--- src/rtl/output_argmax.sv ---
// -----------------------------------------------------------------------------
// output_argmax
//
// Picks the index and value of the largest signed neuron output of a network's
// final layer. A whole vector is captured in one cycle, then scanned one element
// per cycle, so one result is produced every NN cycles.
//
// Ports:
//   clk      - sole clock, rising-edge active
//   rst      - asynchronous active-low reset
//   i_valid  - per-neuron valid vector; only bit 0 starts a capture
//   i_data   - packed neuron values, element n at [n*dataWidth +: dataWidth]
//   o_busy   - high while a captured vector is being scanned
//   o_valid  - one-cycle pulse marking a new result on o_index/o_max
//   o_index  - index of the maximum element of the last completed vector
//   o_max    - value of that maximum element
//   o_drop   - one-cycle pulse when a vector arrives during a scan and is lost
// -----------------------------------------------------------------------------
module output_argmax #(
    parameter int NN        = 10,
    parameter int dataWidth = 16,
    parameter int idxWidth  = 4
) (
    input  logic                    clk,
    input  logic                    rst,
    input  logic [NN-1:0]           i_valid,
    input  logic [NN*dataWidth-1:0] i_data,
    output logic                    o_busy,
    output logic                    o_valid,
    output logic [idxWidth-1:0]     o_index,
    output logic [dataWidth-1:0]    o_max,
    output logic                    o_drop
);

    localparam logic [0:0] IDLE = 1'b0;
    localparam logic [0:0] SCAN = 1'b1;

    localparam logic [idxWidth-1:0] LAST_IDX = idxWidth'(NN - 1);

    logic [0:0]                  state_q,  state_d;
    logic [idxWidth-1:0]         cnt_q,    cnt_d;
    logic signed [dataWidth-1:0] runMax_q, runMax_d;
    logic [idxWidth-1:0]         runIdx_q, runIdx_d;
    logic [idxWidth-1:0]         index_q,  index_d;
    logic [dataWidth-1:0]        max_q,    max_d;
    logic                        valid_q,  valid_d;
    logic                        drop_q,   drop_d;
    logic                        load;

    logic signed [dataWidth-1:0] buf_q [NN];

    logic signed [dataWidth-1:0] curElem;
    logic signed [dataWidth-1:0] candMax;
    logic [idxWidth-1:0]         candIdx;

    // Only bit 0 of the valid vector carries meaning; the rest are folded
    // into a deliberately unused net so they are visibly accounted for.
    logic unusedValidBits;
    assign unusedValidBits = ^i_valid[NN-1:1];

    // Select the buffered element addressed by the scan counter.
    always_comb begin
        curElem = '0;
        for (int n = 0; n < NN; n++) begin
            if (cnt_q == idxWidth'(n)) begin
                curElem = buf_q[n];
            end
        end
    end

    // Only a strictly greater element replaces the running max, which makes
    // ties resolve to the lowest index.
    always_comb begin
        candMax = runMax_q;
        candIdx = runIdx_q;
        if (curElem > runMax_q) begin
            candMax = curElem;
            candIdx = cnt_q;
        end
    end

    // Next-state logic. The edge that handles the last element publishes the
    // result directly from the candidate, so the running registers need not be
    // updated on that edge.
    always_comb begin
        state_d  = state_q;
        cnt_d    = cnt_q;
        runMax_d = runMax_q;
        runIdx_d = runIdx_q;
        index_d  = index_q;
        max_d    = max_q;
        valid_d  = 1'b0;
        drop_d   = 1'b0;
        load     = 1'b0;
        case (state_q)
            IDLE: begin
                if (i_valid[0]) begin
                    load     = 1'b1;
                    runMax_d = i_data[dataWidth-1:0];
                    runIdx_d = '0;
                    cnt_d    = idxWidth'(1);
                    state_d  = SCAN;
                end
            end
            SCAN: begin
                if (i_valid[0]) begin
                    drop_d = 1'b1;
                end
                if (cnt_q == LAST_IDX) begin
                    index_d = candIdx;
                    max_d   = candMax;
                    valid_d = 1'b1;
                    cnt_d   = '0;
                    state_d = IDLE;
                end else begin
                    runMax_d = candMax;
                    runIdx_d = candIdx;
                    cnt_d    = cnt_q + idxWidth'(1);
                end
            end
            default: begin
                state_d = IDLE;
                cnt_d   = '0;
            end
        endcase
    end

    // State registers; the buffer is only written on a capture edge so input
    // changes during a scan cannot disturb it.
    always_ff @(posedge clk or negedge rst) begin
        if (!rst) begin
            state_q  <= IDLE;
            cnt_q    <= '0;
            runMax_q <= '0;
            runIdx_q <= '0;
            index_q  <= '0;
            max_q    <= '0;
            valid_q  <= 1'b0;
            drop_q   <= 1'b0;
            for (int n = 0; n < NN; n++) begin
                buf_q[n] <= '0;
            end
        end else begin
            state_q  <= state_d;
            cnt_q    <= cnt_d;
            runMax_q <= runMax_d;
            runIdx_q <= runIdx_d;
            index_q  <= index_d;
            max_q    <= max_d;
            valid_q  <= valid_d;
            drop_q   <= drop_d;
            if (load) begin
                for (int n = 0; n < NN; n++) begin
                    buf_q[n] <= i_data[n*dataWidth +: dataWidth];
                end
            end
        end
    end

    assign o_busy  = (state_q == SCAN);
    assign o_valid = valid_q;
    assign o_index = index_q;
    assign o_max   = max_q;
    assign o_drop  = drop_q;

endmodule

--- config.mk ---
export PLATFORM = sky130hd
export DESIGN_NAME = output_argmax
export DESIGN_NICKNAME = d
export VERILOG_FILES = /design/src/rtl/output_argmax.sv
export SDC_FILE = /design/constraint.sdc
export NUM_CORES = 1
export LEC_CHECK = 0
export BUFFER_PORTS_ARGS = -buffer_cell sky130_fd_sc_hd__clkbuf_2
export CAP_MARGIN = 20
export CORE_ASPECT_RATIO = 0.8
export CORE_MARGIN = 4
export CORE_UTILIZATION = 55
export CTS_BUF_LIST = sky130_fd_sc_hd__clkbuf_4
export CTS_CLUSTER_DIAMETER = 120
export CTS_CLUSTER_SIZE = 20
export DETAILED_ROUTE_END_ITERATION = 8
export PLACE_DENSITY = 0.88
export SLEW_MARGIN = 15
export SYNTH_ARGS = -nofsm -noshare
export SYNTH_HDL_FRONTEND = slang
export SYNTH_SLANG_ARGS = --single-unit
--- constraint.sdc ---
create_clock -name clk -period 10.5 [get_ports clk]
set_clock_uncertainty 0.2 [all_clocks]
set_input_delay 2.1 -clock clk [delete_from_list [all_inputs] [get_ports clk]]
set_output_delay 2.1 -clock clk [all_outputs]
set_load 0.02 [all_outputs]
==> results.md <==
Global routing:
- The first global-routing pass estimated 39900 um of wire.
- The via count of the first global-routing pass was 7758.
- The initial antenna violation count came to 1.
- The total track usage is 25.3%.
- For this run the aggregate overflow at the end of global routing stands at 0.
- The pin count of the biggest net entering global routing is 128.

Power:
- Registers are responsible for 39.4% of the overall power.
- The largest vdd supply drop is 0.247 mV.
- Of the total power, combinational logic draws 51.8%.
- The internal power of the cells is 2.01 mW.
- The areal power density over the cells is 328 nW/um^2.
- Summing internal, switching and leakage power gives 3.58 mW.
- The power spent charging and discharging nets is 1.57 mW.
- The cell leakage power is 5.81 nW.
- Net switching is 43.8% of the power.
- The clock network fraction of design power is 8.8%.

Finish:
- The fraction of layout instances using a drive strength above 1 is 21.0%.
- The library cell used most frequently in the layout, excluding fill and tap cells, is sky130_fd_sc_hd__nand2_1.
- After the last flow step, the layout net total stands at 1401.
- Leaving out fill and tap cells, the most frequent cells in the layout are sky130_fd_sc_hd__nand2_1 (519), sky130_fd_sc_hd__dfrtp_1 (205), sky130_fd_sc_hd__clkbuf_2 (184), sky130_fd_sc_hd__o21ai_0 (30), sky130_fd_sc_hd__mux2i_1 (25).
- The share of the core filled with cells in the final layout is 62.9%.
- The finished layout cell area is 10900 um^2.
- The growth of design area from synthesis to finish is 12.2%.
- The repair_antennas step left the layout with diodes totalling 0.

Worst setup path:
- The critical setup path kind is reg2reg.
- The data arrival time at the worst-slack endpoint is 6.23 ns.
- The largest driver fanout on the critical path is 49.
- The slowest stage of the critical path is the sky130_fd_sc_hd__mux4_2 cell.
- Traced cell by cell, the critical path runs through buf_4 > mux4_2 > mux2i_1 > o21ai_0 > ha_1 > a21o_1 > a221o_1 > o211ai_1 > a31oi_1 > a221oi_4 > buf_4 > o21a_1 > o221a_2.
- The endpoint required time on the critical path is 10.90 ns.
- The cell repeated most along the worst path is sky130_fd_sc_hd__buf_4.
- The worst register-to-register path ends at runMax_q[4].
- Setup slack on the worst reg-to-reg path comes out at 4.67 ns.
- Among cell families on the critical path, the largest total delay comes from compound AO/OA/AOI/OAI gates.
- The depth of the worst register-to-register path is 13.
- The startpoint identified for the worst register-to-register timing path is cnt_q[0].
- The count of buffer and inverter cells on the critical path is 2.
- The launching element type of the critical path is a register.
- STA classifies the critical path endpoint as a register.
- The worst stage delay on the critical path is 0.63 ns.

Placed design:
- In this run the cell area measured after placement is 10800 um^2.
- Port buffering added 185 buffers.
- The global placement routability congestion is 0.960.
- The placed wire-length estimate is 18200 um.

Timing:
- The shortest clock period the worst path allows after layout is 5.83 ns.
- Dividing the final minimum period by the clock period gives 55.6%.
- The post-route worst hold slack is 0.295 ns.
- The count of final hold-check violations is 0.
- At the pin with the least slew margin, the transition time is 1.02 ns.
- For this run, the top clock speed supported by timing is 171 MHz.
- Summed over all failing endpoints, the final setup total negative slack is 0 ns.
- Setup repair after global routing left no endpoint under its margin.
- The final count of negative-setup-slack endpoints is 0.
- In this run the tightest slew margin relative to its limit is 31.7%.
- The number of max-slew violations in the final report is 0.

Hold path:
- The number of cells traversed by the worst hold path is 2.
- The worst hold path class is reg2reg.
- The startpoint identified for the worst hold timing path is buf_q[130].
- For hold timing, the worst endpoint is buf_q[130].

Floorplan:
- After floorplanning, the core was divided into 43 placement rows.
- During I/O placement, the number of pins put on the boundary was 195.
- The floorplan step defined a die boundary enclosing 19900 um^2.
- The die is 157 um wide.
- The vertical die dimension is 127 um.
- The placeable core region is 17400 um^2.
- The effective utilization at floorplan is 56.1%.

Routing:
- The first-pass detailed-route iteration total is 5.
- The post-detailed-route wirelength per cell is 17.5 um.
- After detailed routing, the number of remaining DRC violations is 0.
- In this run, the number of DRC markers left after iteration 0 of detailed routing was 792.
- Dividing the detail-routed via count by the number of cells gives 5.60.
- For this block, the via count after detailed routing is 8059.
- The number of antenna-violating nets in the routed design is 0.
- Summed over all layers, the routed wires come to 25100 um.

Yosys:
- The synthesized design devotes to its leading area cell type 53.2% of total area.
- The number of distinct standard cells referenced by the synthesized netlist is 49.
- During synthesis, Yosys emitted a total of 0 warnings.
- Among all flip-flop cells after synthesis, the most frequent one is sky130_fd_sc_hd__dfrtp_1.
- Counting flops and latches in the post-synthesis netlist gives 207.
- In this run the cell area of the synthesized design comes to 9750 um^2.
- For this run, asynchronously set or reset flops after synthesis account for 100%.
- The instance count of the mapped netlist is 1068.
- Sorting the synthesized cells by area gives the leading types as sky130_fd_sc_hd__dfrtp_1 (53%), sky130_fd_sc_hd__nand2_1 (20%), sky130_fd_sc_hd__mux4_2 (5.1%).
- The biggest area contributor in the post-synthesis netlist is sky130_fd_sc_hd__dfrtp_1.
- After synthesis, the mean cell area works out to 9.13 um^2.
- The number of flops mapped to enable cells by yosys is 0.
- The net count of the mapped netlist is 1256.
- The post-synthesis sequential area ratio is 53.2%.

Clock network:
- The depth of the CTS H-tree is 1.
- Gates resized during post-CTS repair numbered 0.
- TritonCTS built the clock tree.
- The total clock sinks is 207.
- Once the clock tree was built, the setup fixing pass inserted 0 buffers.
- The buffer depth of the longest clock path is 3.
- The post-cts hold buffer count is 0.
- The root buffer cell chosen for the clock tree is sky130_fd_sc_hd__clkbuf_4.
- For the worst-skew pair, the clock arrives at the later sink with an insertion delay of 0.63 ns.
- After clock tree synthesis, the clock-pin slew on the worst setup and hold paths is 0.22 ns.
- Buffers inserted during clock tree synthesis total 14.

Status:
- The flow ran to the end, and the final reports show no timing, DRC or antenna violations.

Run:
- Max-cap violations in this run came to 0.
## through the flow
step                      cells  setup slack [ns]
after floorplan            1068              6.70
after global placement     1421              4.96
after detailed placement   1421              4.85
after CTS                  1439              4.80
after global routing       1440              4.37
final                      1440              4.67
## registers in the layout, summed over array words and instances, names as in the netlist
name / flops
o_max: 16
runMax_q: 16
o_index: 4
o_valid: 1
o_busy: 1
o_drop: 1
cnt_q: 4
buf_q: 160
runIdx_q: 4
## worst max path at each step
| stage | startpoint | endpoint | slack (ns) | depth (start not counted) |
|---|---|---|---|---|
| final | cnt_q[0] | runMax_q[4] | 4.67 | 13 |
| after global routing | cnt_q[0] | runMax_q[4] | 4.37 | 13 |
| after CTS | cnt_q[0] | runMax_q[4] | 4.80 | 16 |
| after detailed placement | cnt_q[0] | runMax_q[4] | 4.85 | 16 |
| after global placement | cnt_q[0] | runMax_q[13] | 4.96 | 16 |
| after floorplan | cnt_q[0] | o_max[10] | 6.70 | 15 |
## Yosys cell counts, types with 2 or more instances
cell type	count
sky130_fd_sc_hd__inv_1	20
sky130_fd_sc_hd__and2_1	2
sky130_fd_sc_hd__clkbuf_1	48
sky130_fd_sc_hd__nor2_1	11
sky130_fd_sc_hd__and4_1	3
sky130_fd_sc_hd__a22oi_1	12
sky130_fd_sc_hd__nor3_1	2
sky130_fd_sc_hd__a221oi_1	3
sky130_fd_sc_hd__buf_2	10
sky130_fd_sc_hd__buf_4	3
sky130_fd_sc_hd__o311ai_0	4
sky130_fd_sc_hd__nor3b_1	3
sky130_fd_sc_hd__o221a_2	5
sky130_fd_sc_hd__buf_1	3
sky130_fd_sc_hd__buf_6	2
sky130_fd_sc_hd__o32ai_1	4
sky130_fd_sc_hd__mux2_2	7
sky130_fd_sc_hd__a21o_1	3
sky130_fd_sc_hd__o22ai_1	9
sky130_fd_sc_hd__nand3_1	17
sky130_fd_sc_hd__nor2b_1	8
sky130_fd_sc_hd__mux2i_1	25
sky130_fd_sc_hd__ha_1	16
sky130_fd_sc_hd__nand2_1	519
sky130_fd_sc_hd__o21ai_1	9
sky130_fd_sc_hd__nand3b_1	5
sky130_fd_sc_hd__o211ai_1	14
sky130_fd_sc_hd__a22o_1	4
sky130_fd_sc_hd__mux4_2	22
sky130_fd_sc_hd__nand2b_1	3
sky130_fd_sc_hd__and3_1	3
sky130_fd_sc_hd__dfrtp_1	207
sky130_fd_sc_hd__o21ai_0	30
sky130_fd_sc_hd__a21oi_1	14
sky130_fd_sc_hd__a32o_1	4
## kinds of logic after synthesis
logic type                 after synthesis  share of synthesized area [%]
and+or+nand+nor                        581                           23.7
DFF                                    207                           53.2
AOI/OAI and AO/OA                      122                           8.72
buffers and inverters                   88                           3.95
muxes                                   54                           8.46
adders and majority gates               16                           2.05
## final cells by class
type	count	area (um^2)
fill	1468	6450
tap	225	282
inverter	21	78.8
sequential	207	5180
timing repair buffer	196	1040
multi-input combinational	773	4210
clock inverter	1	16.3
clock buffer	17	128
## power groups by stage
stage               clock [mW]  sequential [mW]  combinational, mW
floorplan                    0             1.36               1.46
global placement             0             1.41               1.77
detailed placement           0             1.42               1.84
CTS                      0.324             1.41               1.84
global route             0.355             1.45               2.06
finish                   0.316             1.41               1.86
## per-layer routing
layer  up-vias  part of all wire [%]  track usage (%)
met3        48                   9.4             5.08
met1      3839                    43             38.2
met4         2                   2.9             6.89
met5         -                 0.028                0
li1       3809                     -                -
met2       361                    44             37.6
## worst reg2reg max path: stages, from the launching register on
cell,delay (ns)
sky130_fd_sc_hd__dfrtp_2,0.56
sky130_fd_sc_hd__buf_4,0.62
sky130_fd_sc_hd__mux4_2,0.66
sky130_fd_sc_hd__mux2i_1,0.37
sky130_fd_sc_hd__o21ai_0,0.18
sky130_fd_sc_hd__ha_1,0.36
sky130_fd_sc_hd__a21o_1,0.18
sky130_fd_sc_hd__a221o_1,0.35
sky130_fd_sc_hd__o211ai_1,0.20
sky130_fd_sc_hd__a31oi_1,0.15
sky130_fd_sc_hd__a221oi_4,0.63
sky130_fd_sc_hd__buf_4,0.48
sky130_fd_sc_hd__o21a_1,0.55
sky130_fd_sc_hd__o221a_2,0.30
Power figures use the tool's default switching activity.
